[src/rtl/rpn_eval_sequencer.sv]
`default_nettype none
// ============================================================================
// rpn_eval_sequencer : postfix token evaluator driving a shared ALU
// Revision 1.0
// ============================================================================
module rpn_eval_sequencer #(
   parameter int WIDTH = 16,
   parameter int DEPTH = 8
) (
   input  logic             clk,
   input  logic             rst,
   input  logic             start_i,
   input  logic             tok_valid_i,
   output logic             tok_ready_o,
   input  logic             tok_is_op_i,
   input  logic [WIDTH-1:0] tok_data_i,
   output logic             alu_req_o,
   input  logic             alu_ack_i,
   output logic [1:0]       alu_op_o,
   output logic [WIDTH-1:0] alu_a_o,
   output logic [WIDTH-1:0] alu_b_o,
   input  logic [WIDTH-1:0] alu_result_i,
   output logic [WIDTH-1:0] result_o,
   output logic             done_o,
   output logic [1:0]       error_o,
   output logic             busy_o
);

   localparam int SPW = $clog2(DEPTH + 1);
   localparam int AW  = (DEPTH > 1) ? $clog2(DEPTH) : 1;

   localparam logic [1:0] C_ERR_OVF  = 2'b01;
   localparam logic [1:0] C_ERR_UNF  = 2'b10;
   localparam logic [1:0] C_ERR_END  = 2'b11;
   localparam logic [1:0] C_OP_END   = 2'd3;

   typedef enum logic [2:0] {
      S_IDLE  = 3'd0,
      S_FETCH = 3'd1,
      S_EXEC  = 3'd2,
      S_DONE  = 3'd3,
      S_ERR   = 3'd4
   } state_t;

   state_t           state_q;
   logic [SPW-1:0]   sp_q;
   logic [WIDTH-1:0] stack_q [DEPTH];
   logic             tok_ready_q, alu_req_q, done_q, busy_q;
   logic [1:0]       alu_op_q, error_q;
   logic [WIDTH-1:0] alu_a_q, alu_b_q, result_q;

   // Stack slot addresses; only used when sp_q makes them in range.
   logic [AW-1:0] w_idx_push, w_idx_top, w_idx_nos;
   logic          w_full, w_has_two, w_has_one;

   assign w_idx_push = AW'(sp_q);
   assign w_idx_top  = AW'(sp_q - SPW'(1));
   assign w_idx_nos  = AW'(sp_q - SPW'(2));
   assign w_full     = (sp_q == SPW'(DEPTH));
   assign w_has_two  = (sp_q >= SPW'(2));
   assign w_has_one  = (sp_q == SPW'(1));

   always_ff @(posedge clk or posedge rst) begin
      if (rst) begin
         state_q     <= S_IDLE;
         sp_q        <= '0;
         tok_ready_q <= 1'b0;
         alu_req_q   <= 1'b0;
         alu_op_q    <= '0;
         alu_a_q     <= '0;
         alu_b_q     <= '0;
         result_q    <= '0;
         done_q      <= 1'b0;
         error_q     <= '0;
         busy_q      <= 1'b0;
         for (int i = 0; i < DEPTH; i++) stack_q[i] <= '0;
      end else begin
         case (state_q)
            S_IDLE, S_DONE, S_ERR: begin
               if (start_i) begin
                  state_q     <= S_FETCH;
                  sp_q        <= '0;
                  done_q      <= 1'b0;
                  error_q     <= '0;
                  tok_ready_q <= 1'b1;
                  busy_q      <= 1'b1;
               end
            end
            S_FETCH: begin
               if (tok_valid_i) begin
                  if (!tok_is_op_i) begin
                     if (w_full) begin
                        state_q     <= S_ERR;
                        error_q     <= C_ERR_OVF;
                        tok_ready_q <= 1'b0;
                        busy_q      <= 1'b0;
                     end else begin
                        stack_q[w_idx_push] <= tok_data_i;
                        sp_q                <= sp_q + SPW'(1);
                     end
                  end else if (tok_data_i[1:0] == C_OP_END) begin
                     tok_ready_q <= 1'b0;
                     busy_q      <= 1'b0;
                     if (w_has_one) begin
                        state_q  <= S_DONE;
                        result_q <= stack_q[0];
                        done_q   <= 1'b1;
                     end else begin
                        state_q  <= S_ERR;
                        error_q  <= C_ERR_END;
                     end
                  end else if (w_has_two) begin
                     state_q     <= S_EXEC;
                     alu_a_q     <= stack_q[w_idx_nos];
                     alu_b_q     <= stack_q[w_idx_top];
                     alu_op_q    <= tok_data_i[1:0];
                     alu_req_q   <= 1'b1;
                     tok_ready_q <= 1'b0;
                  end else begin
                     state_q     <= S_ERR;
                     error_q     <= C_ERR_UNF;
                     tok_ready_q <= 1'b0;
                     busy_q      <= 1'b0;
                  end
               end
            end
            S_EXEC: begin
               // The result replaces the left operand; the right one is popped.
               if (alu_ack_i) begin
                  stack_q[w_idx_nos] <= alu_result_i;
                  sp_q               <= sp_q - SPW'(1);
                  alu_req_q          <= 1'b0;
                  tok_ready_q        <= 1'b1;
                  state_q            <= S_FETCH;
               end
            end
            default: begin
               state_q     <= S_IDLE;
               tok_ready_q <= 1'b0;
               alu_req_q   <= 1'b0;
               busy_q      <= 1'b0;
            end
         endcase
      end
   end

   assign tok_ready_o = tok_ready_q;
   assign alu_req_o   = alu_req_q;
   assign alu_op_o    = alu_op_q;
   assign alu_a_o     = alu_a_q;
   assign alu_b_o     = alu_b_q;
   assign result_o    = result_q;
   assign done_o      = done_q;
   assign error_o     = error_q;
   assign busy_o      = busy_q;

endmodule
`default_nettype wire
[config.mk]
export PLATFORM = sky130hd
export DESIGN_NAME = rpn_eval_sequencer
export DESIGN_NICKNAME = d
export VERILOG_FILES = /design/src/rtl/rpn_eval_sequencer.sv
export SDC_FILE = /design/constraint.sdc
export NUM_CORES = 1
export LEC_CHECK = 0
export CAP_MARGIN = 20
export CORE_MARGIN = 2
export CORE_UTILIZATION = 40
export CTS_BUF_LIST = sky130_fd_sc_hd__clkbuf_8
export DETAILED_ROUTE_END_ITERATION = 6
export GPL_TIMING_DRIVEN = 0
export SLEW_MARGIN = 20
export SYNTH_ARGS = -nofsm -noshare
export SYNTH_HDL_FRONTEND = slang
export SYNTH_SLANG_ARGS = --single-unit
[constraint.sdc]
create_clock -name clk -period 14.96 [get_ports clk]
set_clock_uncertainty 0.05 [all_clocks]
set_input_delay 2.244 -clock clk [delete_from_list [all_inputs] [get_ports clk]]
set_output_delay 2.244 -clock clk [all_outputs]
set_load 0.005 [all_outputs]
==> flow_metrics.env <==
export IMPL_num_rows=63
export IMPL_drive_gt1_frac=0.228
export IMPL_syn_nets=1195
export IMPL_antenna_found_initial=0
export IMPL_tightest_slew_ns=1.03
export IMPL_area_delta_synth_final_pct=12.9
export IMPL_synth_compound_area_frac=0.0517
export IMPL_synth_xor_area_share=0.00136
export IMPL_worst_path_max_delay_cell="buf_1"
export IMPL_nets=1279
export IMPL_overflow=0
export IMPL_synth_seq_area_share=0.400
export IMPL_synthCells=1149
export IMPL_cts_sinks=191
export IMPL_grt_max_degree=101
export IMPL_drt_iter0_drc=1167
export IMPL_via_per_inst=6.16
export IMPL_rsz0062_at_grt="false"
export IMPL_finalMaxSlewViolations=0
export IMPL_ctsResizeCount=0
export IMPL_drv_cap=0
export IMPL_period_share=0.325
export IMPL_critPathMostFrequentCell="buf_2"
export IMPL_critPathLaunchType="register"
export IMPL_core_area_sq_um=29600
export IMPL_slew_headroom=0.315
export IMPL_final_area_sq_um=13500
export IMPL_synth_fa_ha_area_frac=0.00838
export IMPL_synth_edff_count=0
export IMPL_synth_top_family_by_area="multiplexers"
export IMPL_initial_core_util=0.404
export IMPL_io_buffer_count=63
export IMPL_synth_simple_area_share=0.190
export IMPL_clockRootBuffer="clkbuf_8"
export IMPL_postRouteAntennaNets=0
export IMPL_first_pass_iters=7
export IMPL_muxShareOfSynthArea=0.293
export IMPL_die_area_sq_um=31300
export IMPL_numCtsBuffers=17
export IMPL_drt_wl_total_microns=42500
export IMPL_clk_path_buf_depth=2
export IMPL_setup_viol=0
export IMPL_powerDensity_nw_per_um2=151
export IMPL_hold_viol=0
export IMPL_ys_flop_type="dfrtp_1"
export IMPL_postCtsHoldBufs=0
export IMPL_clock_latency_ns=0.53
export IMPL_synth_top_area_share=0.400
export IMPL_ir_worst_vdd_v=0.0000716
export IMPL_finalSetupTns_ns=0
export IMPL_wl_per_cell_microns=26.0
export IMPL_cp_max_fo=10
export IMPL_synth_top_area_cell="dfrtp_1"
export IMPL_gp_congestion=1.01
export IMPL_syn_avg_cell_area_sq_um=10.4
export IMPL_hold_slack_ns=0.466
export IMPL_cp_cell_sequence="buf_2 -> buf_4 -> buf_2 -> buf_2 -> inv_1 -> ha_1 -> buf_2 -> buf_2 -> buf_1 -> mux4_2 -> mux2i_1 -> a21oi_1"
export IMPL_io_pin_count=94
export IMPL_die_h_microns=177
export IMPL_cp_data_required_time_ns=15.32
export IMPL_cts_tree="yes"
export IMPL_synth_area_leaders="dfrtp_1 (40%), mux4_2 (12%), nand3_1 (11%)"
export IMPL_status="complete, no violations"
export IMPL_dr_total_vias=10100
export IMPL_path_class="register to register"
export IMPL_synth_seq_cells=191
export IMPL_cp_slowest_stage_delay_ns=0.76
export IMPL_synthesis_area_sq_um=11900
export IMPL_path_clk_slew_ns=0.12
export IMPL_die_w_microns=177
export IMPL_cts_setup_buffers=0
export IMPL_leakage_nw=6.39
export IMPL_num_antenna_cells=0
export IMPL_grtUsageTotal=0.278
export IMPL_max_freq_mhz=205
export IMPL_grt_first_pass_wirelength_microns=63100
export IMPL_htreeDepth=4
export IMPL_grt_pass1_vias=9940
export IMPL_end_kind="register"
export IMPL_dp_hpwl_microns=29000
export IMPL_ys_types=50
export IMPL_placed_area_sq_um=13100
export IMPL_post_route_drc_count=0
export IMPL_hp_class="register to register"
export IMPL_period_needed_ns=4.87
export IMPL_yosys_warnings=0
export IMPL_async_flop_share=1.00
export IMPL_worstPathArrival_ns=5.22
==> critical path: cells and delay by family, from the launching register on <==
family	cells	cell delay (ns)
buf+inv	8	2.94
mux	2	0.86
flops	1	0.43
fa+ha+maj	1	0.31
compound gates	1	0.14
==> worst paths after layout <==
path | slack [ns] | from | endpoint | depth (start not counted)
worst max-delay path | 10.09 | sp_q[0]$_DFFE_PP0P_ | alu_b_o[9]$_DFFE_PP0P_ | 12
worst max register to register | 10.09 | sp_q[0]$_DFFE_PP0P_ | alu_b_o[9]$_DFFE_PP0P_ | 12
worst min register to register | 0.47 | result_o[14]$_DFFE_PP0P_ | result_o[14]$_DFFE_PP0P_ | 1
max in group asynchronous | 11.71 | rst | stack_q[110]$_DFFE_PP0P_ | 3
worst min-delay path | 0.47 | result_o[14]$_DFFE_PP0P_ | result_o[14]$_DFFE_PP0P_ | 1
min in group asynchronous | 2.17 | rst | stack_q[100]$_DFFE_PP0P_ | 2
==> routing by layer <==
metal / vias up / track usage / part of all wire
li1: 4309 / - / -
met1: 5042 / 0.374 / 0.41
met2: 614 / 0.429 / 0.46
met3: 113 / 0.0724 / 0.10
met4: 0 / 0.110 / 0.032
met5: - / 0 / 0
==> final cells by class <==
| cell class | instances | area (sq um) |
|---|---|---|
| buffer | 135 | 641 |
| clock buffer | 18 | 248 |
| clock inverter | 14 | 125 |
| fill | 2848 | 16100 |
| inverter | 7 | 33.8 |
| multi-input combinational | 816 | 6500 |
| sequential | 191 | 4780 |
| tap | 390 | 488 |
| timing repair buffer | 65 | 673 |
==> cell usage after synthesis, types with 8 or more instances <==
| cell type | n |
|---|---|
| mux2i_1 | 36 |
| a221oi_4 | 8 |
| buf_1 | 30 |
| nor2_1 | 36 |
| nand3_1 | 259 |
| ha_1 | 8 |
| a21oi_1 | 36 |
| dfrtp_1 | 191 |
| mux2_1 | 41 |
| clkbuf_1 | 46 |
| mux2_2 | 108 |
| nand2_1 | 152 |
| mux4_2 | 65 |
| o21ai_0 | 9 |
| buf_2 | 46 |
==> per-stage QoR <==
| stage | utilization | power [mW] | cells | setup slack, ns |
|---|---|---|---|---|
| final | 0.456 | 2.04 | 1636 | 10.09 |
| after global routing | 0.456 | 2.13 | 1636 | 9.91 |
| after CTS | 0.456 | 2.03 | 1635 | 10.22 |
| after detailed placement | 0.443 | 1.68 | 1603 | 10.12 |
| after global placement | 0.442 | 1.67 | 1602 | 4.54 |
| after floorplan | - | 1.30 | 1149 | 7.47 |
==> registers in the layout, indices dropped and copies added (netlist names), 2 cells and up <==
signal,count
alu_op_o,2
stack_q,128
alu_a_o,16
sp_q,4
result_o,16
error_o,2
alu_b_o,16
state_q,3
==> where the power goes <==
part / total (mW) / internal [mW] / switching, mW
Sequential: 0.713 / 0.630 / 0.0831
Clock: 0.351 / 0.125 / 0.225
Combinational: 0.974 / 0.420 / 0.553
==> cell families (layout without fill, tap and decap cells) <==
logic type | count (synthesis) | count (layout)
multiplexers | 250 | 250
buffers and inverters | 142 | 239
AO/OA/AOI/OAI | 76 | 76
flip-flops | 191 | 191
AND/OR/NAND/NOR | 481 | 481
adder cells (fa/ha/maj) | 8 | 8
XOR/XNOR | 1 | 1
==> placed cells by master (no fill, tap or decap), types with 3 or more instances in the layout <==
cell / Yosys / routed
a21oi_1: 36 / 36
a221oi_4: 8 / 8
and2_1: 4 / 4
buf_1: 30 / 29
buf_2: 46 / 47
buf_4: 6 / 6
buf_6: 7 / 7
clkbuf_1: 46 / 46
clkbuf_8: 0 / 18
clkdlybuf4s50_1: 0 / 63
clkinvlp_4: 0 / 3
dfrtp_1: 191 / 191
ha_1: 8 / 8
inv_1: 6 / 6
inv_6: 0 / 4
inv_8: 0 / 4
mux2_1: 41 / 41
mux2_2: 108 / 108
mux2i_1: 36 / 36
mux4_2: 65 / 65
nand2_1: 152 / 152
nand2b_1: 3 / 3
nand3_1: 259 / 259
nor2_1: 36 / 36
nor2b_1: 7 / 7
nor3_1: 3 / 3
o211ai_1: 5 / 5
o21a_1: 4 / 4
o21ai_0: 9 / 9
(Power assumes the default switching activity.)
